**src/rtl/sobel_pkg.sv**
```systemverilog
// sobel_pkg: pixel, window-row and FSM state types shared by the line buffer, window builder and Sobel core.
package sobel_pkg;
    localparam int PIX_W = 24;
    typedef logic [PIX_W-1:0] pixel_t;
    typedef pixel_t [2:0] win_row_t;
    typedef enum logic [1:0] {S_IDLE, S_ACTIVE, S_DONE} state_t;
endpackage

```
**src/rtl/window_row_shift.sv**
```systemverilog
// window_row_shift: 3-deep pixel shift register, oldest pixel in the top slice, newest in the bottom slice.
module window_row_shift #(
    parameter int DATA_WIDTH = 24
) (
    input  logic                    clk,
    input  logic                    rst_n,
    input  logic                    clr,
    input  logic                    en,
    input  logic [DATA_WIDTH-1:0]   din,
    output logic [3*DATA_WIDTH-1:0] dout
);
    logic [3*DATA_WIDTH-1:0] base;
    // A clear in the same cycle as an enable keeps the incoming pixel as the first column.
    assign base = clr ? '0 : dout;
    always_ff @(posedge clk or negedge rst_n)
        if (!rst_n) dout <= '0;
        else if (clr || en) dout <= en ? {base[2*DATA_WIDTH-1:0], din} : base;
endmodule

```
**src/rtl/sobel_window_builder.sv**
```systemverilog
// sobel_window_builder: builds 3x3 windows from line-buffer row taps and flags windows fully inside the frame.
module sobel_window_builder
    import sobel_pkg::*;
#(
    parameter int WIDTH      = 100,
    parameter int HEIGHT     = 100,
    parameter int DATA_WIDTH = 24
) (
    input  logic                        clk,
    input  logic                        rst_n,
    input  logic                        sof,
    input  logic                        in_valid,
    input  logic [DATA_WIDTH-1:0]       row0,
    input  logic [DATA_WIDTH-1:0]       row1,
    input  logic [DATA_WIDTH-1:0]       row2,
    output logic [3*DATA_WIDTH-1:0]     win_top,
    output logic [3*DATA_WIDTH-1:0]     win_mid,
    output logic [3*DATA_WIDTH-1:0]     win_bot,
    output logic                        win_valid,
    output logic [$clog2(HEIGHT)-1:0]   ctr_row,
    output logic [$clog2(WIDTH)-1:0]    ctr_col,
    output logic                        frame_done,
    output logic                        busy
);
    localparam int RW = $clog2(HEIGHT);
    localparam int CW = $clog2(WIDTH);
    state_t state, state_nx;
    logic [RW-1:0] row_cnt, r, row_nx;
    logic [CW-1:0] col_cnt, c, col_nx;
    logic accept, eol, last;
    // sof restarts the position so a coincident sample is pixel (0,0).
    always_comb begin
        accept   = in_valid && (sof || state == S_ACTIVE);
        r        = sof ? '0 : row_cnt;
        c        = sof ? '0 : col_cnt;
        eol      = c == CW'(WIDTH - 1);
        last     = accept && eol && r == RW'(HEIGHT - 1);
        col_nx   = !accept ? c : eol ? '0 : c + 1'b1;
        row_nx   = (!accept || !eol) ? r : last ? '0 : r + 1'b1;
        state_nx = sof ? S_ACTIVE : state == S_ACTIVE ? (last ? S_DONE : S_ACTIVE) : S_IDLE;
    end
    always_ff @(posedge clk or negedge rst_n)
        if (!rst_n) begin
            state     <= S_IDLE;
            row_cnt   <= '0;
            col_cnt   <= '0;
            win_valid <= 1'b0;
            ctr_row   <= '0;
            ctr_col   <= '0;
        end else begin
            state     <= state_nx;
            row_cnt   <= row_nx;
            col_cnt   <= col_nx;
            win_valid <= accept && r >= RW'(2) && c >= CW'(2);
            if (accept) begin
                ctr_row <= r - 1'b1;
                ctr_col <= c - 1'b1;
            end
        end
    assign frame_done = state == S_DONE;
    assign busy       = state == S_ACTIVE;
    window_row_shift #(.DATA_WIDTH(DATA_WIDTH)) u_top (
        .clk(clk), .rst_n(rst_n), .clr(sof), .en(accept), .din(row0), .dout(win_top));
    window_row_shift #(.DATA_WIDTH(DATA_WIDTH)) u_mid (
        .clk(clk), .rst_n(rst_n), .clr(sof), .en(accept), .din(row1), .dout(win_mid));
    window_row_shift #(.DATA_WIDTH(DATA_WIDTH)) u_bot (
        .clk(clk), .rst_n(rst_n), .clr(sof), .en(accept), .din(row2), .dout(win_bot));
endmodule

```
**config.mk**
```make
export PLATFORM = sky130hd
export DESIGN_NAME = sobel_window_builder
export DESIGN_NICKNAME = d
export VERILOG_FILES = /design/src/rtl/sobel_pkg.sv /design/src/rtl/window_row_shift.sv /design/src/rtl/sobel_window_builder.sv
export SDC_FILE = /design/constraint.sdc
export NUM_CORES = 1
export LEC_CHECK = 0
export ABC_CLOCK_PERIOD_IN_PS = 2300
export CAP_MARGIN = 20
export CORE_MARGIN = 3
export CORE_UTILIZATION = 43
export CTS_CLUSTER_DIAMETER = 120
export DETAILED_ROUTE_END_ITERATION = 12
export PLACE_DENSITY = 0.89
export RECOVER_POWER = 100
export SLEW_MARGIN = 20
export SYNTH_ARGS = -nofsm -noshare
export SYNTH_HDL_FRONTEND = slang
export SYNTH_HIERARCHICAL = 1
export SYNTH_SLANG_ARGS = --single-unit
```
**constraint.sdc**
```tcl
create_clock -name clk -period 2.3 [get_ports clk]
set_input_delay 0.69 -clock clk [delete_from_list [all_inputs] [get_ports clk]]
set_output_delay 0.69 -clock clk [all_outputs]
set_load 0.05 [all_outputs]
```
==> results.txt <==
The run finished, with violations left. The final reports fail on capacitance limit, slew limit. The quantity of I/O buffers inserted on ports came out at roughly 300. The share of the clock period used by the worst path came out at between 90% and 100%. Across the run, the number of max-cap violations was 1. The die span in y came out at 159.9 µm. Buffers inserted to repair hold after CTS numbered 0.

The clock latency of the later-clocked register in the worst-skew pair is 510 ps. The most common cell after layout, fill and taps aside is sky130_fd_sc_hd__dfrtp_1. The detailed-router iteration count before antenna repair came out at 5.

In this run the number of H-tree levels came out at 1. From synthesis to final layout, the design area changed by 37.25%. The overall die width is approximately 160 µm.

The Yosys step of the flow raised 6 warnings. Clock-pin slew was measured on the worst setup and hold paths at 60 ps. The global-route usage over all layers is 20.57%.

Traced cell by cell, the critical path runs through nand2b_1, inv_1, buf_4, buf_6. The via count of the first global-routing pass was 7760. TritonCTS built the clock tree.

For the worst setup path, the data required time is about 1600 ps. The number of cells produced by synthesis came out at 811. Hold is met by around 31 ps.

The endpoint identified for the worst register-to-register timing path is row_cnt[6]. The total overflow left after global routing is 0. The pin count of the biggest net entering global routing is 86. The power per standard cell area came out at 761.7 nW/µm². The netlist area before placement came out at just over 10000 µm². The slowest stage of the critical path is the sky130_fd_sc_hd__dfrtp_1 cell. The ratio of routed vias to standard cells came out at 5.160. The final critical path time including I/O delays and setup came out at approximately 2200 ps.

The initial standard-cell utilization of the core came out at between 40 and 50%. The wire length per cell after detailed routing is roughly 18 µm. The DRC violation count after routing is 0. The residual antenna-violating net count after detailed routing is 0. Setup repair after global routing left no endpoint under its margin. In the final timing run, aggregate negative setup slack is 0 ps.

Sequential elements use roughly three fifths of the synthesized area. The critical path is of the flop to output pin type. The minimum setup slack among reg-to-reg paths is about 130 ps.

The initial antenna violation count is 0. Summed over all cells, the static leakage comes to around 0.0073 µW. The max-slew violation count is 72. The fmax is around 0.45 GHz. In this run the core area contains 55 standard-cell rows. CTS placed an instance of sky130_fd_sc_hd__clkbuf_16 at the clock tree root.

The number of buffers created by CTS came out at 27. The global-route wire length before repair came out at 43390 µm. STA classifies the critical path startpoint as a flop. In the layout the commonest cells are sky130_fd_sc_hd__dfrtp_1, sky130_fd_sc_hd__dlygate4sd2_1, sky130_fd_sc_hd__nor2_1.

The synthesized design contains ~250 register bits. The mean post-synth cell area is 12.56 µm². The number of distinct library cells after synthesis is 46.

Prior to clock tree synthesis, the placed netlist has a worst setup slack of -304.5 ps. The fraction of layout instances using a drive strength above 1 came out at under 10%. The relative max-transition margin is -5.149%. The worst-case clock skew came out at 6.183 ps. The overall routed net length came out at about 27000 µm.

The clock sink count came out at 247. The total nets after synthesis is 891. VDD sags by at most between 500 and 600 µV. The count of endpoints failing hold in the final timing report came to 0.

The worst-margin pin slew is ~1600 ps. The total chip power is between 10000 and 15000 µW. The standard cell core area came out at 22980 µm². The worst-case setup margin in the final layout is roughly 100 ps. The most used flip-flop cell after synthesis is sky130_fd_sc_hd__dfrtp_1. After the last flow step, the layout net total stands at between 1000 and 1500. At the end of routability-driven placement, the weighted congestion stood at 0.8663. The cell family with the largest share of critical-path delay is buffers and inverters.

The arrival time reported for the critical path endpoint is around 1500 ps. The die footprint is ~26000 µm². The reg-to-reg critical path startpoint is col_cnt[1]. The proportion of register bits with asynchronous set or reset after synthesis came out at 100.0%.

Summed over all nets, the half-perimeter wirelength after detailed placement is 18690 µm. After the first detailed-routing iteration, the DRC count stood at approximately 690. The boundary pin count came out at 309. The worst hold path belongs to the class input pin to async pin. The endpoint class of the critical path is an output pin.

The number of buffers inserted to repair setup after CTS came out at 0. The number of enable flip-flop cells after synthesis came out at 0. The largest single stage delay on the critical path is between 300 and 400 ps. Setup violations remaining at the end of the flow were counted as 0. The sum of buffers and inverters on the critical path came out at 3. No sink is reached through more buffers than the 3 on the longest clock path. The worst reg-to-reg path cell count is 6. The total via count after detailed routing came out at between 7000 and 8000.

The number of antenna diodes came out at 0. The maximum net fanout on the critical path is 5. Counting tap cells, the placed design contains a total of ~1400 instances.

The number of cells in the finished layout apart from fillers came out at roughly 1500.
==> stage by stage <==
step	util (%)	area, µm²
6_report	60.81	13980
3_5_place_dp	59.07	13580
5_1_grt	60.81	13980
2_1_floorplan	-	10240
3_3_place_gp	59.07	13580
4_1_cts	61.61	14160
==> power breakdown <==
part	switching, µW	total, µW	internal, µW	leakage [µW]
combinational	1290	1850	559	0.00366
clock	1650	4050	2410	0.000412
sequential	180	4740	4560	0.00326
total	3110	10600	7530	0.00734
==> worst max-delay path by stage <==
stage / slack, ps / end / start / depth (start not counted)
floorplan: -310 / row_cnt[6] / sof / 9
global placement: -250 / u_bot/dout[10] / in_valid / 6
detailed placement: -300 / u_bot/dout[2] / in_valid / 6
CTS: 60 / win_top[2] / u_top/dout[2] / 1
global route: 10 / row_cnt[6] / col_cnt[1] / 6
finish: 100 / busy / state[1] / 4
==> Yosys cell counts, types with 2 or more instances <==
master | number | share of area, %
sky130_fd_sc_hd__a21oi_1 | 9 | 0.44
sky130_fd_sc_hd__a22o_1 | 69 | 5.9
sky130_fd_sc_hd__and2_1 | 2 | 0.12
sky130_fd_sc_hd__buf_1 | 2 | 0.074
sky130_fd_sc_hd__buf_12 | 12 | 2.4
sky130_fd_sc_hd__buf_2 | 16 | 0.79
sky130_fd_sc_hd__buf_4 | 6 | 0.44
sky130_fd_sc_hd__buf_6 | 5 | 0.55
sky130_fd_sc_hd__buf_8 | 3 | 0.44
sky130_fd_sc_hd__clkbuf_1 | 9 | 0.33
sky130_fd_sc_hd__dfrtp_1 | 247 | 61
sky130_fd_sc_hd__ha_1 | 4 | 0.49
sky130_fd_sc_hd__inv_1 | 5 | 0.18
sky130_fd_sc_hd__mux2_2 | 2 | 0.22
sky130_fd_sc_hd__mux2i_1 | 145 | 14
sky130_fd_sc_hd__nand2_1 | 23 | 0.85
sky130_fd_sc_hd__nand2b_1 | 5 | 0.31
sky130_fd_sc_hd__nand3_1 | 6 | 0.29
sky130_fd_sc_hd__nor2_1 | 159 | 5.9
sky130_fd_sc_hd__nor2_2 | 3 | 0.18
sky130_fd_sc_hd__nor2b_1 | 10 | 0.61
sky130_fd_sc_hd__nor3_1 | 8 | 0.39
sky130_fd_sc_hd__nor4_1 | 6 | 0.37
sky130_fd_sc_hd__o2111ai_1 | 2 | 0.17
sky130_fd_sc_hd__o211ai_1 | 2 | 0.15
sky130_fd_sc_hd__o21ai_0 | 13 | 0.64
sky130_fd_sc_hd__o21ai_1 | 4 | 0.20
sky130_fd_sc_hd__o22ai_1 | 2 | 0.12
sky130_fd_sc_hd__o31ai_1 | 2 | 0.15
sky130_fd_sc_hd__or3_1 | 2 | 0.12
sky130_fd_sc_hd__or4_1 | 3 | 0.22
sky130_fd_sc_hd__xnor2_1 | 9 | 0.77
sky130_fd_sc_hd__xor2_1 | 3 | 0.26
==> area by class of cell <==
type | count | area [µm²]
Fill cell | 1917 | 9007
Sequential cell | 247 | 6182
Multi-Input combinational cell | 505 | 3495
Timing Repair Buffer | 352 | 3037
Clock buffer | 43 | 815.8
Tap cell | 313 | 391.6
Inverter | 6 | 30.03
Clock inverter | 4 | 26.28
==> layer usage <==
| layer | wire [µm] | track usage, % |
|---|---|---|
| met1 | 11110 | 26.35 |
| met2 | 12970 | 34.59 |
| met3 | 1965 | 4.540 |
| met4 | 1006 | 7.416 |
| met5 | 0 | 0 |
==> state kept, by name (all words and copies together), names as in the netlist <==
signal,count
ctr_row,7
ctr_col,7
u_top/dout,72
row_cnt,7
u_bot/dout,72
state,2
col_cnt,7
win_valid,1
u_mid/dout,72
==> timing repair <==
| item | CTS | global route |
|---|---|---|
| cloned | 0 | 0 |
| setup endpoints to repair | 207 | 1 |
| resized for setup | 207 | 1 |
| hold endpoints to repair | 0 | 0 |
==> kinds of logic (layout without fill, tap and decap cells) <==
| family | Yosys count | in the layout | synth area share, % |
|---|---|---|---|
| flops | 247 | 247 | 60.70 |
| simple gates | 235 | 235 | 9.977 |
| mux | 147 | 147 | 14.47 |
| compound gates | 107 | 107 | 8.121 |
| buf+inv | 59 | 405 | 5.209 |
| xor+xnor | 12 | 12 | 1.032 |
| fa+ha+maj | 4 | 4 | 0.4915 |
No activity file was read; power rests on OpenSTA's default activity.
